$ cat src/rtl/id_ex_stage.sv
// ID/EX pipeline register. It inserts bubbles for load-use and JR-after-DM-producer hazards,
// holds on memory freeze and kills on branch redirect.
module id_ex_stage #(
  parameter int DATA_W  = 16,
  parameter int ADDR_W  = 4,
  parameter int ALUOP_W = 4,
  parameter int CNT_W   = 16
) (
  input  logic               clk,
  input  logic               rst,
  input  logic               id_valid,
  input  logic [ADDR_W-1:0]  id_rs_addr,
  input  logic [ADDR_W-1:0]  id_rt_addr,
  input  logic [ADDR_W-1:0]  id_dst_addr,
  input  logic               id_uses_rs,
  input  logic               id_uses_rt,
  input  logic [DATA_W-1:0]  id_rs_data,
  input  logic [DATA_W-1:0]  id_rt_data,
  input  logic [DATA_W-1:0]  id_imm,
  input  logic               id_regwrite,
  input  logic               id_memread,
  input  logic               id_memwrite,
  input  logic               id_jr,
  input  logic [ALUOP_W-1:0] id_alu_op,
  input  logic [ADDR_W-1:0]  WB_dst_addr_EX_DM,
  input  logic               WB_RegWrite_EX_DM,
  input  logic               flush_ex,
  input  logic               dm_stall,
  output logic [ADDR_W-1:0]  EX_Rs_Addr_ID_EX,
  output logic [ADDR_W-1:0]  EX_Rt_Addr_ID_EX,
  output logic [ADDR_W-1:0]  EX_dst_addr_ID_EX,
  output logic [DATA_W-1:0]  EX_rs_data,
  output logic [DATA_W-1:0]  EX_rt_data,
  output logic [DATA_W-1:0]  EX_imm,
  output logic               EX_RegWrite,
  output logic               EX_MemRead,
  output logic               EX_MemWrite,
  output logic               EX_valid,
  output logic [ALUOP_W-1:0] EX_alu_op,
  output logic               stall_if_id,
  output logic [CNT_W-1:0]   stall_count
);

  logic rs_match;
  logic rt_match;
  logic lu_haz;
  logic jd_haz;
  logic haz;
  logic bubble;
  logic capture;

  // JR target forwarding only reaches back to EX, so a producer sitting in DM must stall.
  always_comb begin
    rs_match = id_uses_rs && (id_rs_addr == EX_dst_addr_ID_EX);
    rt_match = id_uses_rt && (id_rt_addr == EX_dst_addr_ID_EX);
    lu_haz   = id_valid && EX_valid && EX_MemRead &&
               (EX_dst_addr_ID_EX != '0) && (rs_match || rt_match);
    jd_haz   = id_valid && id_jr && WB_RegWrite_EX_DM &&
               (WB_dst_addr_EX_DM != '0) && (WB_dst_addr_EX_DM == id_rs_addr);
    haz      = lu_haz || jd_haz;
    bubble   = !dm_stall && (flush_ex || haz);
    capture  = !dm_stall && !flush_ex && !haz;
  end

  assign stall_if_id = haz && !flush_ex && !dm_stall && !rst;

  always_ff @(posedge clk or posedge rst) begin
    if (rst) begin
      EX_valid          <= 1'b0;
      EX_RegWrite       <= 1'b0;
      EX_MemRead        <= 1'b0;
      EX_MemWrite       <= 1'b0;
      EX_alu_op         <= '0;
      EX_Rs_Addr_ID_EX  <= '0;
      EX_Rt_Addr_ID_EX  <= '0;
      EX_dst_addr_ID_EX <= '0;
    end else if (bubble || (capture && !id_valid)) begin
      EX_valid          <= 1'b0;
      EX_RegWrite       <= 1'b0;
      EX_MemRead        <= 1'b0;
      EX_MemWrite       <= 1'b0;
      EX_alu_op         <= '0;
      EX_Rs_Addr_ID_EX  <= '0;
      EX_Rt_Addr_ID_EX  <= '0;
      EX_dst_addr_ID_EX <= '0;
    end else if (capture) begin
      EX_valid          <= 1'b1;
      EX_RegWrite       <= id_regwrite;
      EX_MemRead        <= id_memread;
      EX_MemWrite       <= id_memwrite;
      EX_alu_op         <= id_alu_op;
      EX_Rs_Addr_ID_EX  <= id_rs_addr;
      EX_Rt_Addr_ID_EX  <= id_rt_addr;
      EX_dst_addr_ID_EX <= id_dst_addr;
    end
  end

  // Operand data is don't-care inside a bubble, so it simply holds.
  always_ff @(posedge clk or posedge rst) begin
    if (rst) begin
      EX_rs_data <= '0;
      EX_rt_data <= '0;
      EX_imm     <= '0;
    end else if (capture) begin
      EX_rs_data <= id_rs_data;
      EX_rt_data <= id_rt_data;
      EX_imm     <= id_imm;
    end
  end

  always_ff @(posedge clk or posedge rst) begin
    if (rst) begin
      stall_count <= '0;
    end else if (!dm_stall && !flush_ex && haz && (stall_count != {CNT_W{1'b1}})) begin
      stall_count <= stall_count + {{(CNT_W-1){1'b0}}, 1'b1};
    end
  end

endmodule

$ cat config.mk
export PLATFORM = sky130hd
export DESIGN_NAME = id_ex_stage
export DESIGN_NICKNAME = d
export VERILOG_FILES = /design/src/rtl/id_ex_stage.sv
export SDC_FILE = /design/constraint.sdc
export NUM_CORES = 1
export LEC_CHECK = 0
export BUFFER_PORTS_ARGS = -buffer_cell sky130_fd_sc_hd__clkbuf_2
export CORE_MARGIN = 2
export CORE_UTILIZATION = 35
export DETAILED_ROUTE_END_ITERATION = 10
export GPL_ROUTABILITY_DRIVEN = 0
export SKIP_LAST_GASP = 1
export SLEW_MARGIN = 20
export SYNTH_ARGS = -nofsm -noshare
export SYNTH_HDL_FRONTEND = slang
export SYNTH_SLANG_ARGS = --single-unit
export TNS_END_PERCENT = 30
$ cat constraint.sdc
create_clock -name clk -period 5.3 [get_ports clk]
set_input_delay 1.59 -clock clk [delete_from_list [all_inputs] [get_ports clk]]
set_output_delay 1.59 -clock clk [all_outputs]
set_load 0.01 [all_outputs]
==> impl_metrics.ini <==
[placed_design]
dpl-instance-area_sq_um = 4570
dpl.hpwl_um = 5950
numPortBuffers = 164

[detailed_routing]
vias = 2649
first_pass_iters = 4
drc_errors = 0
wl_um = 8070
drt_iter0_drc = 76
route.detailed.wl_per_inst_um = 14.5
ant_nets = 0
vias_per_cell = 4.76

[pwr]
p_leak_uw = 0.00250
peakVddDrop_v = 0.000114
power_density_nw_per_um2 = 319

[outcome]
status = finished, final reports clean

[logic_synthesis]
ys_ff_latch = 84
yosys_warnings = 0
syn_inst = 251
syn_area_sq_um = 3650
syn_nets = 332
syn_area_per_cell_sq_um = 14.5
ys_seq_area_frac = 0.576
ys_types = 30

[clocking]
postCtsHoldBufs = 0
path_clk_slew_ps = 80
post_cts_resize_count = 0
worst_skew_pair.late_latency_ps = 340
cts-root-buf = clkbuf_8
clk_path_buf_depth = 2
cts_max_level = 3
cts.sinks = 84
cts_made_buffers = 9
tritoncts = built
postCtsSetupRepairBufs = 0

[sta]
setup_viol = 0
maxSlewViolCount = 0
fin_crit_sh = 0.857
fin_crit_ps = 4540
worst_pin_slew_ps = 823
rsz0062_at_grt = false
max_clock_freq_ghz = 0.220
finalHoldViolCount = 0
finalClockSkew_ps = 13.4
whs_ps = 495
finalSetupTns_ps = 0
slew-limit-headroom = 0.451

[die]
die_h_um = 106
die_area_sq_um = 11300
die_w_um = 106
core_region_area_sq_um = 10200
num_rows = 37
io_pins = 165
initial_utilization = 0.356

[global_routing]
antenna_found_initial = 0
grt_pass1_vias = 2672
busiest_layer = met2
grt_use_total = 0.144
grtUsageMet2 = 0.230
grt_max_degree = 50
grt_use_met3 = 0.0405
grtUsageMet1 = 0.188
grt-ovfl-total = 0
grt_pass1_wl_um = 13000

[finish]
drive_gt1_frac = 0.590
layout.nets = 497
syn_to_final_growth_pct = 31.9
n_antenna_cell = 0
final_cell_area_sq_um = 4810
utilization = 0.470

[setup_path]
worstSetupPathType = in2out
crit_fanout = 4
r2r_slack_ps = 2700
endpoint_kind = output port
cp_cell_sequence = clkbuf_2, or3_4, a2111oi_4, nor3_2, nor3_1, clkbuf_2
crit_arrival_ps = 2950
worst_setup_path_start_kind = input port
cpMaxStageDelayCell = or3_4
path_common_cell = clkbuf_2
crit_required_ps = 3710
slowest_delay_ps = 410

[hold_path]
hold_path_class = reg2reg

[flow_run]
drv_cap = 0
## synth_stat cells, drive strengths merged
cell / n / share of area
nor2: 4 / 0.0041
a22o: 19 / 0.046
mux2: 49 / 0.17
nor4: 5 / 0.013
and3: 3 / 0.0051
nand3: 6 / 0.0082
dfrtp: 84 / 0.58
nand2: 7 / 0.0072
clkbuf: 4 / 0.0041
or2: 1 / 0.0017
xor2: 23 / 0.055
a21o: 1 / 0.0021
or3: 1 / 0.0031
nand4: 7 / 0.012
and2: 1 / 0.0017
inv: 2 / 0.0021
a2111oi: 1 / 0.0075
nor4b: 1 / 0.0041
ha: 1 / 0.0034
nor3: 16 / 0.037
and4: 3 / 0.0072
buf: 9 / 0.020
xnor2: 3 / 0.0072
## sequential cells by signal (all words and copies together) (netlist names)
register	cells
stall_count	16
EX_MemWrite	1
EX_Rt_Addr_ID_EX	4
EX_Rs_Addr_ID_EX	4
EX_alu_op	4
EX_rs_data	16
EX_rt_data	16
EX_dst_addr_ID_EX	4
EX_RegWrite	1
EX_imm	16
EX_MemRead	1
EX_valid	1
## power by group
| group | internal (uW) | switching [uW] |
|---|---|---|
| clock | 312 | 227 |
| sequential | 705 | 37.0 |
| combinational | 137 | 118 |
## final timing paths
kind	start	to	cells past startpoint
min in group asynchronous	rst	stall_count[0]	2
max	id_rs_addr[0]	stall_if_id	6
max in group asynchronous	rst	EX_imm[5]	3
min	stall_count[8]	stall_count[8]	1
max reg2reg	EX_dst_addr_ID_EX[0]	EX_rt_data[10]	6
min reg2reg	stall_count[8]	stall_count[8]	1
## through the flow
stage | std cells | setup slack, ps | total power [uW]
final | 556 | 757 | 1540
after CTS | 556 | 741 | 1560
after global placement | 541 | 758 | 1010
after global routing | 556 | 621 | 1620
after floorplan | 251 | 762 | 895
after detailed placement | 541 | 745 | 1010
## layout make-up
type	instances	area, sq um
Fill cell	928	5420
Sequential cell	84	2100
Multi-Input combinational cell	152	1450
Timing Repair Buffer	167	843
Tap cell	136	170
Clock buffer	9	124
Clock inverter	6	113
Inverter	2	8.76
## per-layer routing
layer	part of all wire	vias to the layer above
li1	-	1238
met1	0.46	1288
met2	0.45	112
met3	0.073	11
met4	0.014	0
met5	0	-
## cell usage in the layout, fill, tap and decap left out, types with 2 or more instances in the layout
master	n
a22o_1	18
and3_1	3
and4_1	3
buf_4	3
bufinv_16	3
clkbuf_2	164
clkbuf_8	9
clkinv_2	2
dfrtp_1	84
mux2_2	28
mux2_4	20
nand2_1	7
nand3_1	6
nand4_1	7
nor2_1	4
nor3_1	5
nor3_2	11
nor4_1	4
xnor2_1	3
xor2_1	23
## critical path: cells and delay by family
family | cells | cell delay [ps]
AND/OR/NAND/NOR | 3 | 650
buffers and inverters | 2 | 300
AO/OA/AOI/OAI | 1 | 410
## kinds of logic (layout without fill, tap and decap cells)
group	after synthesis	in the layout	synth area share
AO/OA/AOI/OAI	21	21	0.0556
multiplexers	49	49	0.172
buffers and inverters	15	184	0.0261
AND/OR/NAND/NOR	55	55	0.104
adder cells (fa/ha/maj)	1	1	0.00343
XOR/XNOR	26	26	0.0624
flip-flops	84	84	0.576
(Power assumes the default switching activity.)
